$ cat config.mk
export PLATFORM = sky130hd
export DESIGN_NAME = block_drawer_flat
export DESIGN_NICKNAME = d
export VERILOG_FILES = /design/src/rtl/block_drawer_if.sv /design/src/rtl/block_drawer.sv /design/src/flat_wrapper.sv
export SDC_FILE = /design/constraint.sdc
export NUM_CORES = 1
export LEC_CHECK = 0
export ABC_AREA = 1
export CORE_AREA = 3 3 91 93
export CTS_CLUSTER_DIAMETER = 120
export DETAILED_ROUTE_END_ITERATION = 12
export DIE_AREA = 0 0 94 96
export PLACE_DENSITY_LB_ADDON = 0.12
export SYNTH_ARGS = -nofsm -noshare
export SYNTH_HDL_FRONTEND = slang
export SYNTH_SLANG_ARGS = --single-unit
$ cat constraint.sdc
create_clock -name clk -period 4.2 [get_ports clk]
set_clock_uncertainty 0.2 [all_clocks]
set_input_delay 0.42 -clock clk [delete_from_list [all_inputs] [get_ports clk]]
set_output_delay 0.42 -clock clk [all_outputs]
set_load 0.05 [all_outputs]
$ cat src/rtl/block_drawer_if.sv
// block_drawer_if: groups the request side (start plus block geometry) and the
// VGA pixel side (x/y/colour/plot) with the busy/done status of block_drawer.
// The caller drives through the master modport. The drawer uses the slave modport.
interface block_drawer_if;
    logic       start;
    logic [7:0] x_in;
    logic [6:0] y_in;
    logic [7:0] width_in;
    logic [2:0] colour_in;
    logic [7:0] vga_x;
    logic [6:0] vga_y;
    logic [2:0] vga_colour;
    logic       plot;
    logic       busy;
    logic       done;

    modport master (
        output start, x_in, y_in, width_in, colour_in,
        input  vga_x, vga_y, vga_colour, plot, busy, done
    );

    modport slave (
        input  start, x_in, y_in, width_in, colour_in,
        output vga_x, vga_y, vga_colour, plot, busy, done
    );
endinterface

$ cat src/rtl/block_drawer.sv
// block_drawer: turns a block request (x, y, width, colour) into a stream of
// single-pixel writes for the VGA adapter, one pixel per clock. The optional
// erase pass (macro BLOCK_DRAWER_ERASE_EN) first repaints the previously drawn
// rectangle in BG_COLOUR. Without the macro, every request goes straight to DRAW.
// Pixels whose x lands at or beyond SCREEN_W are suppressed (plot low), but
// they still take a cycle, so the operation length depends only on the sizes.
module block_drawer #(
    parameter int unsigned BLOCK_H   = 8,
    parameter int unsigned SCREEN_W  = 160,
    parameter logic [2:0]  BG_COLOUR = 3'b000
) (
    input logic           clk,
    input logic           reset,
    block_drawer_if.slave bus
);

    localparam int unsigned     PY_W    = (BLOCK_H > 1) ? $clog2(BLOCK_H) : 1;
    localparam logic [PY_W-1:0] PY_LAST = PY_W'(BLOCK_H - 1);
    localparam logic [8:0]      X_LIMIT = 9'(SCREEN_W);

`ifdef BLOCK_DRAWER_ERASE_EN
    typedef enum logic [1:0] {
        IDLE   = 2'd0,
        ERASE  = 2'd1,
        DRAW   = 2'd2,
        FINISH = 2'd3
    } state_t;
`else
    typedef enum logic [1:0] {
        IDLE   = 2'd0,
        DRAW   = 2'd2,
        FINISH = 2'd3
    } state_t;
`endif

    state_t state_q, state_d;

    // Pixel counters: px runs fastest across the row, py steps down the rows.
    logic [7:0]      px_q, px_d;
    logic [PY_W-1:0] py_q, py_d;

    // New block, captured on an accepted start and held for the whole operation.
    logic [7:0] new_x_q;
    logic [6:0] new_y_q;
    logic [7:0] new_w_q;
    logic [2:0] new_c_q;
    logic       latch_en;

    // Registered outputs and their next values.
    logic [7:0] vga_x_q, vga_x_d;
    logic [6:0] vga_y_q, vga_y_d;
    logic [2:0] colour_q, colour_d;
    logic       plot_q, plot_d;
    logic       busy_q, busy_d;
    logic       done_q, done_d;

    // Geometry of the pass currently being rasterised.
    logic [7:0] cur_x;
    logic [6:0] cur_y;
    logic [7:0] cur_w;
    logic [2:0] cur_c;
    logic       in_erase;

    logic [8:0] pix_sum;
    logic       row_end;
    logic       last_pixel;

`ifdef BLOCK_DRAWER_ERASE_EN
    // Last completed block, remembered so that the next request can erase it.
    logic [7:0] prev_x_q;
    logic [6:0] prev_y_q;
    logic [7:0] prev_w_q;
    logic       prev_valid_q;
    logic       commit_prev;
    logic       erase_needed;

    assign in_erase     = (state_q == ERASE);
    assign erase_needed = prev_valid_q && (prev_w_q != 8'd0);
`else
    assign in_erase = 1'b0;
`endif

    // Select the rectangle for the active pass: the old block while erasing, otherwise the new one.
    always_comb begin
        // NOTE: every signal gets a default before any branch so no latch is inferred.
        cur_x = new_x_q;
        cur_y = new_y_q;
        cur_w = new_w_q;
`ifdef BLOCK_DRAWER_ERASE_EN
        if (in_erase) begin
            cur_x = prev_x_q;
            cur_y = prev_y_q;
            cur_w = prev_w_q;
        end
`endif
        cur_c = in_erase ? BG_COLOUR : new_c_q;
    end

    // The 9-bit sum catches both x >= SCREEN_W and 8-bit wrap-around in one compare.
    assign pix_sum    = {1'b0, cur_x} + {1'b0, px_q};
    assign row_end    = (px_q == cur_w - 8'd1);
    assign last_pixel = row_end && (py_q == PY_LAST);

    // Next-state, counter and registered-output decode.
    always_comb begin
        state_d  = state_q;
        px_d     = px_q;
        py_d     = py_q;
        latch_en = 1'b0;
        vga_x_d  = vga_x_q;
        vga_y_d  = vga_y_q;
        colour_d = colour_q;
        plot_d   = 1'b0;
        busy_d   = busy_q;
        done_d   = 1'b0;
`ifdef BLOCK_DRAWER_ERASE_EN
        commit_prev = 1'b0;
`endif

        case (state_q)
            IDLE: begin
                if (bus.start) begin
                    latch_en = 1'b1;
                    busy_d   = 1'b1;
                    px_d     = 8'd0;
                    py_d     = '0;
                    // A zero-width block has nothing to draw, so it goes straight to FINISH.
                    if (bus.width_in == 8'd0) begin
                        state_d = FINISH;
                    end else begin
                        state_d = DRAW;
                    end
`ifdef BLOCK_DRAWER_ERASE_EN
                    if (erase_needed) begin
                        state_d = ERASE;
                    end
`endif
                end
            end

`ifdef BLOCK_DRAWER_ERASE_EN
            ERASE,
`endif
            DRAW: begin
                vga_x_d  = pix_sum[7:0];
                vga_y_d  = cur_y + 7'(py_q);
                colour_d = cur_c;
                plot_d   = (pix_sum < X_LIMIT);
                if (row_end) begin
                    px_d = 8'd0;
                    py_d = (py_q == PY_LAST) ? '0 : py_q + 1'b1;
                end else begin
                    px_d = px_q + 8'd1;
                end
                if (last_pixel) begin
                    state_d = FINISH;
`ifdef BLOCK_DRAWER_ERASE_EN
                    // Erase flows into the draw pass with no bubble, unless the new block is empty.
                    if (in_erase && (new_w_q != 8'd0)) begin
                        state_d = DRAW;
                    end
`endif
                end
            end

            FINISH: begin
                done_d  = 1'b1;
                busy_d  = 1'b0;
                state_d = IDLE;
`ifdef BLOCK_DRAWER_ERASE_EN
                commit_prev = 1'b1;
`endif
            end

            default: begin
                state_d = IDLE;
            end
        endcase
    end

    // State register with synchronous reset.
    always_ff @(posedge clk) begin
        // NOTE: sequential state uses non-blocking assignments only.
        if (reset) begin
            state_q <= IDLE;
        end else begin
            state_q <= state_d;
        end
    end

    // Counters, captured request fields and registered pixel outputs.
    always_ff @(posedge clk) begin
        if (reset) begin
            px_q     <= 8'd0;
            py_q     <= '0;
            new_x_q  <= 8'd0;
            new_y_q  <= 7'd0;
            new_w_q  <= 8'd0;
            new_c_q  <= 3'd0;
            vga_x_q  <= 8'd0;
            vga_y_q  <= 7'd0;
            colour_q <= 3'd0;
            plot_q   <= 1'b0;
            busy_q   <= 1'b0;
            done_q   <= 1'b0;
        end else begin
            px_q     <= px_d;
            py_q     <= py_d;
            vga_x_q  <= vga_x_d;
            vga_y_q  <= vga_y_d;
            colour_q <= colour_d;
            plot_q   <= plot_d;
            busy_q   <= busy_d;
            done_q   <= done_d;
            if (latch_en) begin
                new_x_q <= bus.x_in;
                new_y_q <= bus.y_in;
                new_w_q <= bus.width_in;
                new_c_q <= bus.colour_in;
            end
        end
    end

`ifdef BLOCK_DRAWER_ERASE_EN
    // Remember the block just completed. A reset forgets it, so the next request skips the erase pass.
    always_ff @(posedge clk) begin
        if (reset) begin
            prev_x_q     <= 8'd0;
            prev_y_q     <= 7'd0;
            prev_w_q     <= 8'd0;
            prev_valid_q <= 1'b0;
        end else if (commit_prev) begin
            prev_x_q     <= new_x_q;
            prev_y_q     <= new_y_q;
            prev_w_q     <= new_w_q;
            prev_valid_q <= 1'b1;
        end
    end
`endif

    assign bus.vga_x      = vga_x_q;
    assign bus.vga_y      = vga_y_q;
    assign bus.vga_colour = colour_q;
    assign bus.plot       = plot_q;
    assign bus.busy       = busy_q;
    assign bus.done       = done_q;

endmodule

$ cat src/flat_wrapper.sv
// flat-port wrapper written by rule: the top's interface ports become plain ports
module block_drawer_flat 
#(
    parameter int unsigned BLOCK_H   = 8,
    parameter int unsigned SCREEN_W  = 160,
    parameter logic [2:0]  BG_COLOUR = 3'b000
)
  (clk, reset, bus_start, bus_x_in, bus_y_in, bus_width_in, bus_colour_in, bus_vga_x, bus_vga_y, bus_vga_colour, bus_plot, bus_busy, bus_done);
  block_drawer_if bus_i ();
  input logic clk;
  input logic reset;
  input wire logic [$bits(bus_i.start)-1:0] bus_start;
  input wire logic [$bits(bus_i.x_in)-1:0] bus_x_in;
  input wire logic [$bits(bus_i.y_in)-1:0] bus_y_in;
  input wire logic [$bits(bus_i.width_in)-1:0] bus_width_in;
  input wire logic [$bits(bus_i.colour_in)-1:0] bus_colour_in;
  output wire logic [$bits(bus_i.vga_x)-1:0] bus_vga_x;
  output wire logic [$bits(bus_i.vga_y)-1:0] bus_vga_y;
  output wire logic [$bits(bus_i.vga_colour)-1:0] bus_vga_colour;
  output wire logic [$bits(bus_i.plot)-1:0] bus_plot;
  output wire logic [$bits(bus_i.busy)-1:0] bus_busy;
  output wire logic [$bits(bus_i.done)-1:0] bus_done;
  assign bus_i.start = bus_start;
  assign bus_i.x_in = bus_x_in;
  assign bus_i.y_in = bus_y_in;
  assign bus_i.width_in = bus_width_in;
  assign bus_i.colour_in = bus_colour_in;
  assign bus_vga_x = bus_i.vga_x;
  assign bus_vga_y = bus_i.vga_y;
  assign bus_vga_colour = bus_i.vga_colour;
  assign bus_plot = bus_i.plot;
  assign bus_busy = bus_i.busy;
  assign bus_done = bus_i.done;
  block_drawer #(.BLOCK_H(BLOCK_H), .SCREEN_W(SCREEN_W), .BG_COLOUR(BG_COLOUR)) u_core (.clk(clk), .reset(reset), .bus(bus_i));
endmodule
==> run metrics, run 1 <==
Ant. Diodes 0; Placer Congestion between 0.8 and 0.9; min-delay worst type flop to flop; fin. max-slew vios 0; Seq cells post-synth 60; worst slew pin tran between 0.7 and 0.8 ns; Hold-fix buffers, CTS 0; combinational power share 20.7%; Sequential Power Share between 30% and 40%; Top Ports 50; Filler cells about 760; Initial Util 39.6%; slowest stage delay, CP 0.72 ns; Leak 0.00164 uW; layout cell share with drive strength beyond 1 under 10%; Post-Syn Instances 404; largest net degree at the start of global routing 40; final worst slack about 1.9 ns; clk_lat worst skew 0.34 ns; CP startpoint kind primary input; Area Growth Syn to Fin 27.5%; clock-pin slew on the worst setup and hold paths 0.07 ns; number of setup buffers added after CTS 0; Die Y 96 um; drt via density 4.83; Total Wirelength 7140 um; Critical Path End Type flop; First-pass DRT Iterations 4; Final Hold Viols 0; pwr/cell area 425 nW/um^2; Layout Nets roughly 500; slowest cell on the critical path inv_1; outcome completed; Netlist Area Pre-Place 3010 sq um; num rows 32; synthesized area per cell 7.45 sq um; hold_ws 0.275 ns; root buffer cell clkbuf_8; drt drc 0; CTS buffer count 9; Setup violations, final 0; post-synthesis sequential area ratio 39.9%; Setup TNS Final 0 ns; dpl ws 1.49 ns; most frequent cells in the layout nor2_1, dfxtp_1, nand2_1; Clk pwr share 39.5%; grt ovf 0; part of the cycle the worst path needs 55.4%; Detailed Route Iter0 Violations 180; Resized cells post-CTS 0; WP data arrival roughly 2.4 ns; Synth Net Count 450; Ys Warns 0; P_int 1150 uW; global-route wire length before repair 12,000 um; Clock Sinks 60; Routed WL per cell 12.8 um; number of max-cap violations 0; VDD IR-drop max 0.207 mV; net switching power 478 uW; Crit Path Max Fanout 31; initial antenna violation count 0; die area 9020 sq um; post-DP HPWL between 5000 and 6000 um; post-route ant nets 0; Net Sw Frac 29.3%; Tmin final roughly 2.3 ns; worst path cell trace clkdlybuf4s50_1, inv_1, buf_4, o21ai_0, a21oi_1; unrepaired setup endpoints after global routing false; Post-Route Utilization 50.5%; Distinct cells, synth 36; Crit Path Category primary input to flop; vias in the first global route around 2,500; port bufs 49; # H-tree levels 3; achievable frequency 430 MHz; Chip Width ~94 um; Core Area roughly 7600 sq um; gr usage total 17.1%; CTS tree done; Worst Path Required between 4 and 5 ns; most common library cell in the layout ignoring fill and taps nor2_1; Longest Clk Path Bufs 2; Tot Pwr 1630 uW; via count 2,702; Slew HR 47.0%
synthesized netlist by cell type (all sizes together):
cell	number	area [sq um]
a21oi	36	184
and2	1	6.26
buf	4	20.0
clkbuf	11	41.3
clkinv	1	3.75
dfxtp	60	1200
fa	2	40.0
ha	15	188
inv	43	161
nand2	52	205
nand3	17	103
nand3b	2	15.0
nand4	2	12.5
nor2	77	304
nor3	2	15.0
nor3b	1	12.5
nor4	2	12.5
o211ai	1	7.51
o21a	2	15.0
o21ai	50	250
o221ai	2	17.5
or2	1	6.26
xnor2	6	52.6
xnor3	1	22.5
xor2	13	114
per-stage QoR:
stage          cell area [sq um]  instances
6_report                    3840        559
5_1_grt                     3840        559
4_1_cts                     3840        559
3_5_place_dp                3590        543
3_3_place_gp                3590        543
2_1_floorplan               3010        404
routing by layer:
| layer | up-vias | track usage, % | part of all wire (%) | routed length (um) |
|---|---|---|---|---|
| met5 | - | 0 | 0 | 0 |
| met3 | 12 | 3.52 | 4.5 | 321 |
| met4 | 0 | 7.70 | 1.9 | 139 |
| li1 | 1409 | - | - | - |
| met2 | 62 | 27.9 | 46 | 3310 |
| met1 | 1219 | 21.8 | 47 | 3380 |
registers in the layout, indices dropped and copies added, names as in the netlist:
register / flops
u_core.bus.vga_y: 7
u_core.cur_c: 3
u_core.cur_y: 7
u_core.py_q: 3
u_core.bus.done: 1
u_core.state_q: 2
u_core.cur_x: 8
u_core.bus.vga_colour: 3
u_core.bus.plot: 1
u_core.px_q: 8
u_core.bus.vga_x: 8
u_core.bus.busy: 1
u_core.cur_w: 8
power groups by stage:
stage	clock network (uW)	logic [uW]	registers, uW
floorplan	0	173	719
global placement	0	338	663
detailed placement	0	342	663
CTS	659	344	650
global route	680	379	656
finish	644	339	650
final cells by class:
cell class                      count  area, sq um  share of cell area (%)
Timing Repair Buffer               52          513                    13.4
Inverter                           44          165                    4.30
Sequential cell                    60         1200                    31.3
Tap cell                          102          128                    3.32
Clock buffer                       10          138                    3.59
Multi-Input combinational cell    285         1580                    41.2
Clock inverter                      6          111                    2.90
critical path: cells and delay by family:
| kind | cells | cell delay [ns] |
|---|---|---|
| AOI/OAI and AO/OA | 2 | 0.23 |
| buffers and inverters | 3 | 1.73 |
worst paths after layout:
kind | from | end | slack, ns | depth (start not counted)
max | reset | u_core.cur_y[6]$_SDFFE_PP0P_ | 1.88 | 5
min | u_core.cur_y[6]$_SDFFE_PP0P_ | u_core.cur_y[6]$_SDFFE_PP0P_ | 0.27 | 2
max reg2reg | u_core.px_q[0]$_SDFFE_PP0P_ | u_core.bus.vga_x[6]$_SDFFE_PP0P_ | 1.89 | 12
min reg2reg | u_core.cur_y[6]$_SDFFE_PP0P_ | u_core.cur_y[6]$_SDFFE_PP0P_ | 0.27 | 2
kinds of logic after synthesis:
group                    after synthesis  synth area share (%)
flip-flops                            60                  39.9
buffers and inverters                 59                  7.52
XOR/XNOR                              20                  6.28
AND/OR/NAND/NOR                      157                  23.0
AO/OA/AOI/OAI                         91                  15.8
adder cells (fa/ha/maj)               17                  7.56
(Power assumes the default switching activity.)
==> run 2, diff against run 1 <==
==> constraint.sdc (replaced) <==
create_clock -name clk -period 2.4 [get_ports clk]
set_clock_uncertainty 0.2 [all_clocks]
set_input_delay 0.24 -clock clk [delete_from_list [all_inputs] [get_ports clk]]
set_output_delay 0.24 -clock clk [all_outputs]
set_load 0.05 [all_outputs]
==> run metrics, run 2 (same netlist as run 1, synthesis figures left out) <==
outcome completed; Ant. Diodes 0 (unchanged); initial antenna violation count 0 (unchanged); Longest Clk Path Bufs 2 (unchanged); # H-tree levels 3 (unchanged); Placer Congestion 0.860 (+0.21%); fin. max-slew vios 0 (unchanged); Post-Route Utilization 50.9% (+0.41 points); slowest stage delay, CP 0.40 ns (-0.32 ns); Routed WL per cell 12.8 um (about the same); Critical Path End Type flop; port bufs 49 (unchanged); die area 9020 sq um (unchanged); worst slew pin tran 0.503 ns (-0.290 ns); register area 1200 sq um (unchanged); via count 2,676 (-0.96%); global-route wire length before repair 12,200 um (+1.3%); Layout Nets 502 (+0.80%); CTS buffer count 9 (unchanged); Slew HR 66.3% (+19 points); vias in the first global route 2,541 (-0.16%); largest net degree at the start of global routing 40 (unchanged); most frequent CP cell nand2_1; drt via density 4.75 (-1.7%); VDD IR-drop max 0.381 mV (+84%); number of setup buffers added after CTS 0 (unchanged); Filler cells 781 (+2.9%); layout cell share with drive strength beyond 1 8.89% (+0.58 points); achievable frequency around 460 MHz; CP startpoint kind flop; Crit Path Max Fanout 4 (-87%); CTS tree done; slowest cell on the critical path fa_1; Core Area 7610 sq um (unchanged); post-DP HPWL 5230 um (+0.74%); num rows 32 (unchanged); Clock Sinks 60 (unchanged); Final Hold Viols 0 (unchanged); clock-pin slew on the worst setup and hold paths 0.07 ns (about the same); Die Y 96 um (unchanged); Worst Path Required 2.44 ns (-1.83 ns); Total Wirelength 7190 um (+0.70%); final non-filler cell total 563 (+0.72%); Area Growth Syn to Fin 28.6%; post-route ant nets 0 (unchanged); Crit Path Category flop to flop; Tmin final 2.20 ns; Setup violations, final 0 (unchanged); most common library cell in the layout ignoring fill and taps nor2_1; multi-input logic area 1580 sq um (unchanged); most frequent cells in the layout nor2_1, dfxtp_1, nand2_1; clk_lat worst skew 0.34 ns (about the same); WP data arrival 2.24 ns (-0.16 ns); root buffer cell clkbuf_8; Resized cells post-CTS 0 (unchanged); part of the cycle the worst path needs 91.5%; Initial Util 39.6% (unchanged); grt ovf 0 (unchanged); number of max-cap violations 0 (unchanged); Chip Width 94 um (unchanged); Detailed Route Iter0 Violations 130 (-28%); Leak 0.00166 uW (+1.5%); First-pass DRT Iterations 4 (unchanged); pwr/cell area 744 nW/um^2 (+75%); min-delay worst type flop to flop; drt drc 0 (unchanged); unrepaired setup endpoints after global routing false; worst path cell trace ha_1, inv_1, fa_1, o21ai_1, nand2_1, nand2_1, nand2_1, nand2_1, xor2_1, o21ai_1, nand2_1, inv_1; Top Ports 50 (unchanged); Hold-fix buffers, CTS 0 (unchanged); placed cell count 547 (+0.74%); gr usage total 17.4% (+0.37 points); Setup TNS Final 0 ns (unchanged)
==> run 2: cell count changes in the layout (fill, tap and decap cells not counted), sizes merged <==
cell,before,now
clkbuf,10,12
buf,3,7
clkinv,3,2
clkinvlp,1,0
==> run 2: layout make-up <==
class                   count  area share, %
flip-flops and latches     60           31.0
multi-input cells         285           40.9
clock buffers              12           4.01
clock inverters             4           2.46
inverters                  44           4.27
repair buffers             56           14.0
well taps                 102           3.30
==> run 2: critical path: cells and delay by family, from the launching register on <==
kind / cells / cell delay [ns]
compound gates: 2 / 0.29
xor+xnor: 1 / 0.20
fa+ha+maj: 2 / 0.59
buf+inv: 2 / 0.11
flops: 1 / 0.39
simple gates: 5 / 0.33
==> run 2: report_power, final <==
part           internal [uW]  leakage [uW]  switching, uW
logic                    228       0.00104            374
clock network            745      0.000127            399
registers               1080      0.000494           54.6
total                   2050       0.00166            827
==> run 2: metrics by stage <==
step	area, sq um	power [uW]	hold slack, ns	worst slack, ns
final	3870	2880	0.270	0.204
after global placement	3620	1760	0.257	0.275
after floorplan	3010	1560	0.121	0.396
after detailed placement	3620	1760	0.263	0.228
after global routing	3870	3040	0.294	0.0000946
after CTS	3870	2920	0.275	0.213
==> run 2: path summary, 6_finish.rpt <==
path,slack [ns],cells after the start,start,endpoint
worst max-delay path,0.20,12,u_core.px_q[0]$_SDFFE_PP0P_,u_core.bus.vga_x[6]$_SDFFE_PP0P_
worst min-delay path,0.27,2,u_core.bus.busy$_SDFFE_PP0P_,u_core.bus.busy$_SDFFE_PP0P_
worst max register to register,0.20,12,u_core.px_q[0]$_SDFFE_PP0P_,u_core.bus.vga_x[6]$_SDFFE_PP0P_
worst min register to register,0.27,2,u_core.bus.busy$_SDFFE_PP0P_,u_core.bus.busy$_SDFFE_PP0P_
==> run 2: layer usage <==
metal  routed length, um  part of all wire [%]  vias up  track usage (%)
met5                   0                     0        -                0
met4                  46                  0.64        0             5.42
met3                 369                   5.1        6             5.32
met2                3330                    46       52             28.1
met1                3440                    48     1205             22.5
li1                    -                     -     1413                -
==> run 3, diff against run 2 <==
--- a/config.mk
+++ b/config.mk
@@ -11,6 +11,7 @@
 export DETAILED_ROUTE_END_ITERATION = 12
 export DIE_AREA = 0 0 94 96
 export PLACE_DENSITY_LB_ADDON = 0.12
+export SETUP_SLACK_MARGIN = 0.2
 export SYNTH_ARGS = -nofsm -noshare
 export SYNTH_HDL_FRONTEND = slang
 export SYNTH_SLANG_ARGS = --single-unit
==> constraint.sdc (replaced) <==
create_clock -name clk -period 2.4 [get_ports clk]
set_clock_uncertainty 0.2 [all_clocks]
set_input_delay 0.48 -clock clk [delete_from_list [all_inputs] [get_ports clk]]
set_output_delay 0.48 -clock clk [all_outputs]
set_load 0.05 [all_outputs]
==> run metrics, run 3 (same netlist as run 1, synthesis figures left out) <==
outcome completed; Stages on worst setup path 1 (-11); final worst slack 0.249 ns (+0.0444 ns); uppermost layer routed met4; final non-filler cell total 565 (+0.36%); part of the cycle the worst path needs 89.6% (-1.8 points); First-pass DRT Iterations 4 (unchanged); WP data arrival 1.47 ns (-0.77 ns); initial antenna violation count 0 (unchanged); Ant. Diodes 0 (unchanged); Post-Route Utilization 50.9% (unchanged); slowest cell on the critical path clkdlybuf4s50_1; Worst Path Required 1.72 ns (-0.72 ns); unrepaired setup endpoints after global routing false; pwr/cell area 669 nW/um^2 (-10%); Initial Util 39.6% (unchanged); slowest stage delay, CP 0.80 ns (+0.40 ns); most frequent cells in the layout nor2_1, dfxtp_1, nand2_1; Crit Path Max Fanout 2 (-2); post-route ant nets 0 (unchanged); WL met3 363 um (-1.6%); Tmin final 2.15 ns (-0.0444 ns); Final Hold Viols 0 (unchanged); global-route wire length before repair 12,300 um (+1.2%); Detailed Route Iter0 Violations 99 (-24%); crit path from u_core.bus.vga_colour[0]$_SDFFE_PP0P_; VDD IR-drop max 0.346 mV (-9.3%); worst path cell trace clkdlybuf4s50_1; CP delay by family, top buffers and inverters; dpl ws 0.219 ns (-0.00878 ns); CTS buffer count 9 (unchanged); Die Y 96 um (unchanged); die area 9020 sq um (unchanged); num rows 32 (unchanged); worst slew pin tran 0.516 ns (+0.0126 ns); Routed WL per cell 12.9 um (+0.80%); post-DP HPWL 5300 um (+1.3%); fin. max-slew vios 0 (unchanged); Slew HR 65.5% (-0.79 points); Leak 0.00181 uW (+8.8%); Total Wirelength 7280 um (+1.2%); achievable frequency 465 MHz (+2.1%); Hold-fix buffers, CTS 0 (unchanged); drt drc 0 (unchanged); placed cell count 550 (+0.55%); number of max-cap violations 0 (unchanged); Top Ports 50 (unchanged); min-delay worst type flop to flop; CP startpoint kind flop; Core Area 7610 sq um (unchanged); hold_ws 0.267 ns (-0.00334 ns); layout cell share with drive strength beyond 1 10.6% (+1.7 points); R2R depth 12 (unchanged); Hold Path Stages 2 (unchanged); Longest Clk Path Bufs 2 (unchanged); vias in the first global route 2,665 (+4.9%); Area Growth Syn to Fin 28.6% (unchanged); Crit Path Category flop to output port; root buffer cell clkbuf_8; drt via density 4.85 (+2.1%); CTS tree done; Setup TNS Final 0 ns (unchanged); worst hold start u_core.bus.busy$_SDFFE_PP0P_; Placer Congestion 0.845 (-1.7%); Layout Nets 506 (+0.80%); DR WL met2 3500 um (+4.9%); via count 2,743 (+2.5%); Buf+Inv Stages, Crit Path 1 (-1); clock-pin slew on the worst setup and hold paths 0.06 ns (about the same); worst r2r src u_core.px_q[0]$_SDFFE_PP0P_; M1 wire length 3320 um (-3.5%); most common library cell in the layout ignoring fill and taps nor2_1; gr usage total 17.5% (+0.049 points); grt ovf 0 (unchanged); largest net degree at the start of global routing 25 (-38%); clk_lat worst skew 0.34 ns (about the same); # H-tree levels 3 (unchanged); Critical Path End Type output port; port bufs 49 (unchanged); Chip Width 94 um (unchanged); Clock Sinks 60 (unchanged); Setup violations, final 0 (unchanged)
==> run 3: per-layer routing <==
metal,up-vias,global-route usage (%)
met3,8,5.08
met4,0,6.14
li1,1418,-
met2,55,29.6
met5,-,0
met1,1262,21.2
==> run 3: area by class of cell <==
class,count,area [sq um]
tap,102,128
timing repair buffer,60,598
sequential,60,1200
clock inverter,3,40.0
multi-input combinational,285,1600
clock buffer,11,131
inverter,44,165
fill,789,3740
==> run 3: repair_timing <==
action,CTS,global route
setup buffers,0,1
resized for setup,0,18
setup endpoints to repair,0,13
==> run 3: path summary, 6_finish.rpt <==
kind / endpoint / slack [ns]
worst min-delay path: u_core.bus.busy$_SDFFE_PP0P_ / 0.27
worst max register to register: u_core.bus.vga_x[6]$_SDFFE_PP0P_ / 0.36
worst min register to register: u_core.bus.busy$_SDFFE_PP0P_ / 0.27
worst max-delay path: bus_vga_colour[0] / 0.25
==> run 3: through the flow <==
step	instance area [sq um]	total power, uW
after detailed placement	3640	1770
after global routing	3870	2730
after global placement	3640	1770
after CTS	3810	2620
final	3870	2590
after floorplan	3010	1560
==> run 3: report_power, final <==
group          leakage, uW  internal, uW  switching [uW]  total [uW]
combinational      0.00123           234             375         610
clock            0.0000890           465             378         842
sequential        0.000495          1080            54.7        1140
total              0.00181          1780             808        2590
==> variant (settings of run 3) <==
Take the reset off `px_q` and load it in a clocked block of its own.
--- a/src/rtl/block_drawer.sv
+++ b/src/rtl/block_drawer.sv
@@ -193,3 +193,2 @@
         if (reset) begin
-            px_q     <= 8'd0;
             py_q     <= '0;
@@ -206,3 +205,2 @@
         end else begin
-            px_q     <= px_d;
             py_q     <= py_d;
@@ -223,2 +221,6 @@
 
+    always_ff @(posedge clk) begin
+        px_q <= px_d;
+    end
+
 `ifdef BLOCK_DRAWER_ERASE_EN
Behaviour: same outputs for any inputs over 10 cycles, from zero or initial values and one cycle with reset high; that may be too few to reach the edited logic, so the function may still have changed.
==> variant against run 3 <==
  * Worst setup slack gained 0.024 ns
  * Power rose by 15%
  * Sequential share of layout area rose by 1.2 points
  * Worst hold slack improved by 0.0066 ns
  * Final cell count shrank 0.71%
  * Largest power group unchanged
  * Sequential cell count unchanged
  * Design area increased by 2.4%
  * Wire length increased by 1.6%
  * Count of clock-buffer cells in the layout shrank 1
  * Synthesized area is 0.25% higher
==> variant: results (changes against run 3) <==
wl_met1_um: 3470  # +4.5%
routabilityCongestion: 0.806  # -4.6%
wl_met2_um: 3490  # -0.34%
worstPathArrival_ns: 1.45  # -0.02 ns
status: "complete, no violations"
synthArstFlopShare_pct: 0  # unchanged
drive_gt1_share_pct: 10.2  # -0.34 points
reg2reg_depth: 7  # -5
place_area_um2: 3630  # -0.38%
ir_drop_mv: 0.421  # +22%
drt_first_pass_iters: 5  # +1
grt_max_degree: 43  # +72%
rr_endpoint: "u_core.bus.plot"
r2r_start: "u_core.px_q[0]"
synth.distinct_cells: 33  # -8.3%
hpwl_um: 5050  # -4.7%
drt-initial-drc-count: 105  # +6.1%
whs_ns: 0.273  # +0.00657 ns
reg2reg_slack_ns: 0.34  # -0.02 ns
io_buffers: 49  # unchanged
synth_nets: 439  # -2.4%
synth_area_leaders: "dfxtp_1 (34%), nor2_1 (11%), edfxtp_1 (8.0%)"
grtUsageTotal_pct: 17.4  # -0.061 points
first_global_vias: 2534  # -4.9%
clock_path_buffers: 2  # unchanged
avgSynthCellArea_um2: 7.68  # +3.1%
synth_common_cells: "nor2_1 (88), nand2_1 (54), dfxtp_1 (52)"
ys_warn_count: 0  # unchanged
via_per_inst: 4.82  # -0.79%
wl_met3_um: 369  # +1.7%
nets: 500  # -1.2%
synth_edf_count: 8  # +8
nFillCells: 733  # -7.1%
finalMaxSlewViolations: 0  # unchanged
antenna_found_initial: 0  # unchanged
leakagePower_nw: 1.93  # +6.8%
place_inst: 536  # -2.5%
insertion_delay_ns: 0.34  # about the same
avgRoutedWirePerCell_um: 13.2  # +2.3%
relSlewSlack_pct: 65.3  # -0.22 points
seq_area_frac_synth_pct: 42.5  # +2.6 points
grt_pass1_wl_um: 12200  # -0.73%
p_sw_mw: 1.01  # +25%
fin_cells: 561  # -0.71%
cts_root_buf: "clkbuf_8"
[variant: power by group through the flow]
stage	registers, mW	clock network [mW]	logic, mW
2_1_floorplan	1.35	0	0.440
3_3_place_gp	1.25	0	0.780
3_5_place_dp	1.25	0	0.788
4_1_cts	1.23	0.951	0.789
5_1_grt	1.25	0.995	0.921
6_report	1.23	0.927	0.824
[variant: worst max path at each step]
stage,from,end
global route,u_core.px_q[0],u_core.bus.plot
floorplan,u_core.px_q[0],u_core.bus.plot
detailed placement,bus_start,u_core.cur_c[1]
global placement,u_core.px_q[0],u_core.bus.plot
CTS,u_core.bus.vga_y[6],bus_vga_y[6]
finish,u_core.bus.vga_y[1],bus_vga_y[1]
[variant: layout make-up]
type | count | area (µm²) | area share [%]
well taps | 102 | 128 | 3.22
inverters | 30 | 113 | 2.84
clock buffers | 10 | 138 | 3.47
clock inverters | 6 | 62.6 | 1.58
flip-flops and latches | 60 | 1280 | 32.3
multi-input cells | 287 | 1600 | 40.3
repair buffers | 66 | 644 | 16.3
[variant: cells by family after synthesis]
logic type | synth area share (%)
AO/OA/AOI/OAI | 12.4
XOR/XNOR | 6.67
adder cells (fa/ha/maj) | 7.55
buffers and inverters | 6.05
flip-flops | 42.5
AND/OR/NAND/NOR | 24.9
[variant: per-stage QoR]
stage	power, mW	setup WS (ns)
floorplan	1.79	0.486
global placement	2.03	0.309
detailed placement	2.04	0.298
CTS	2.97	0.203
global route	3.16	0.191
finish	2.98	0.273
[variant: layer usage]
layer	GRT usage, %	vias to the layer above
met1	22.6	1239
met5	0	-
met2	28.0	58
met3	5.39	6
li1	-	1399
met4	5.05	0
[variant: timing repair]
action	CTS	global route
setup buffers	0	9
resized for setup	5	18
pin swaps	0	0
setup endpoints to repair	5	26
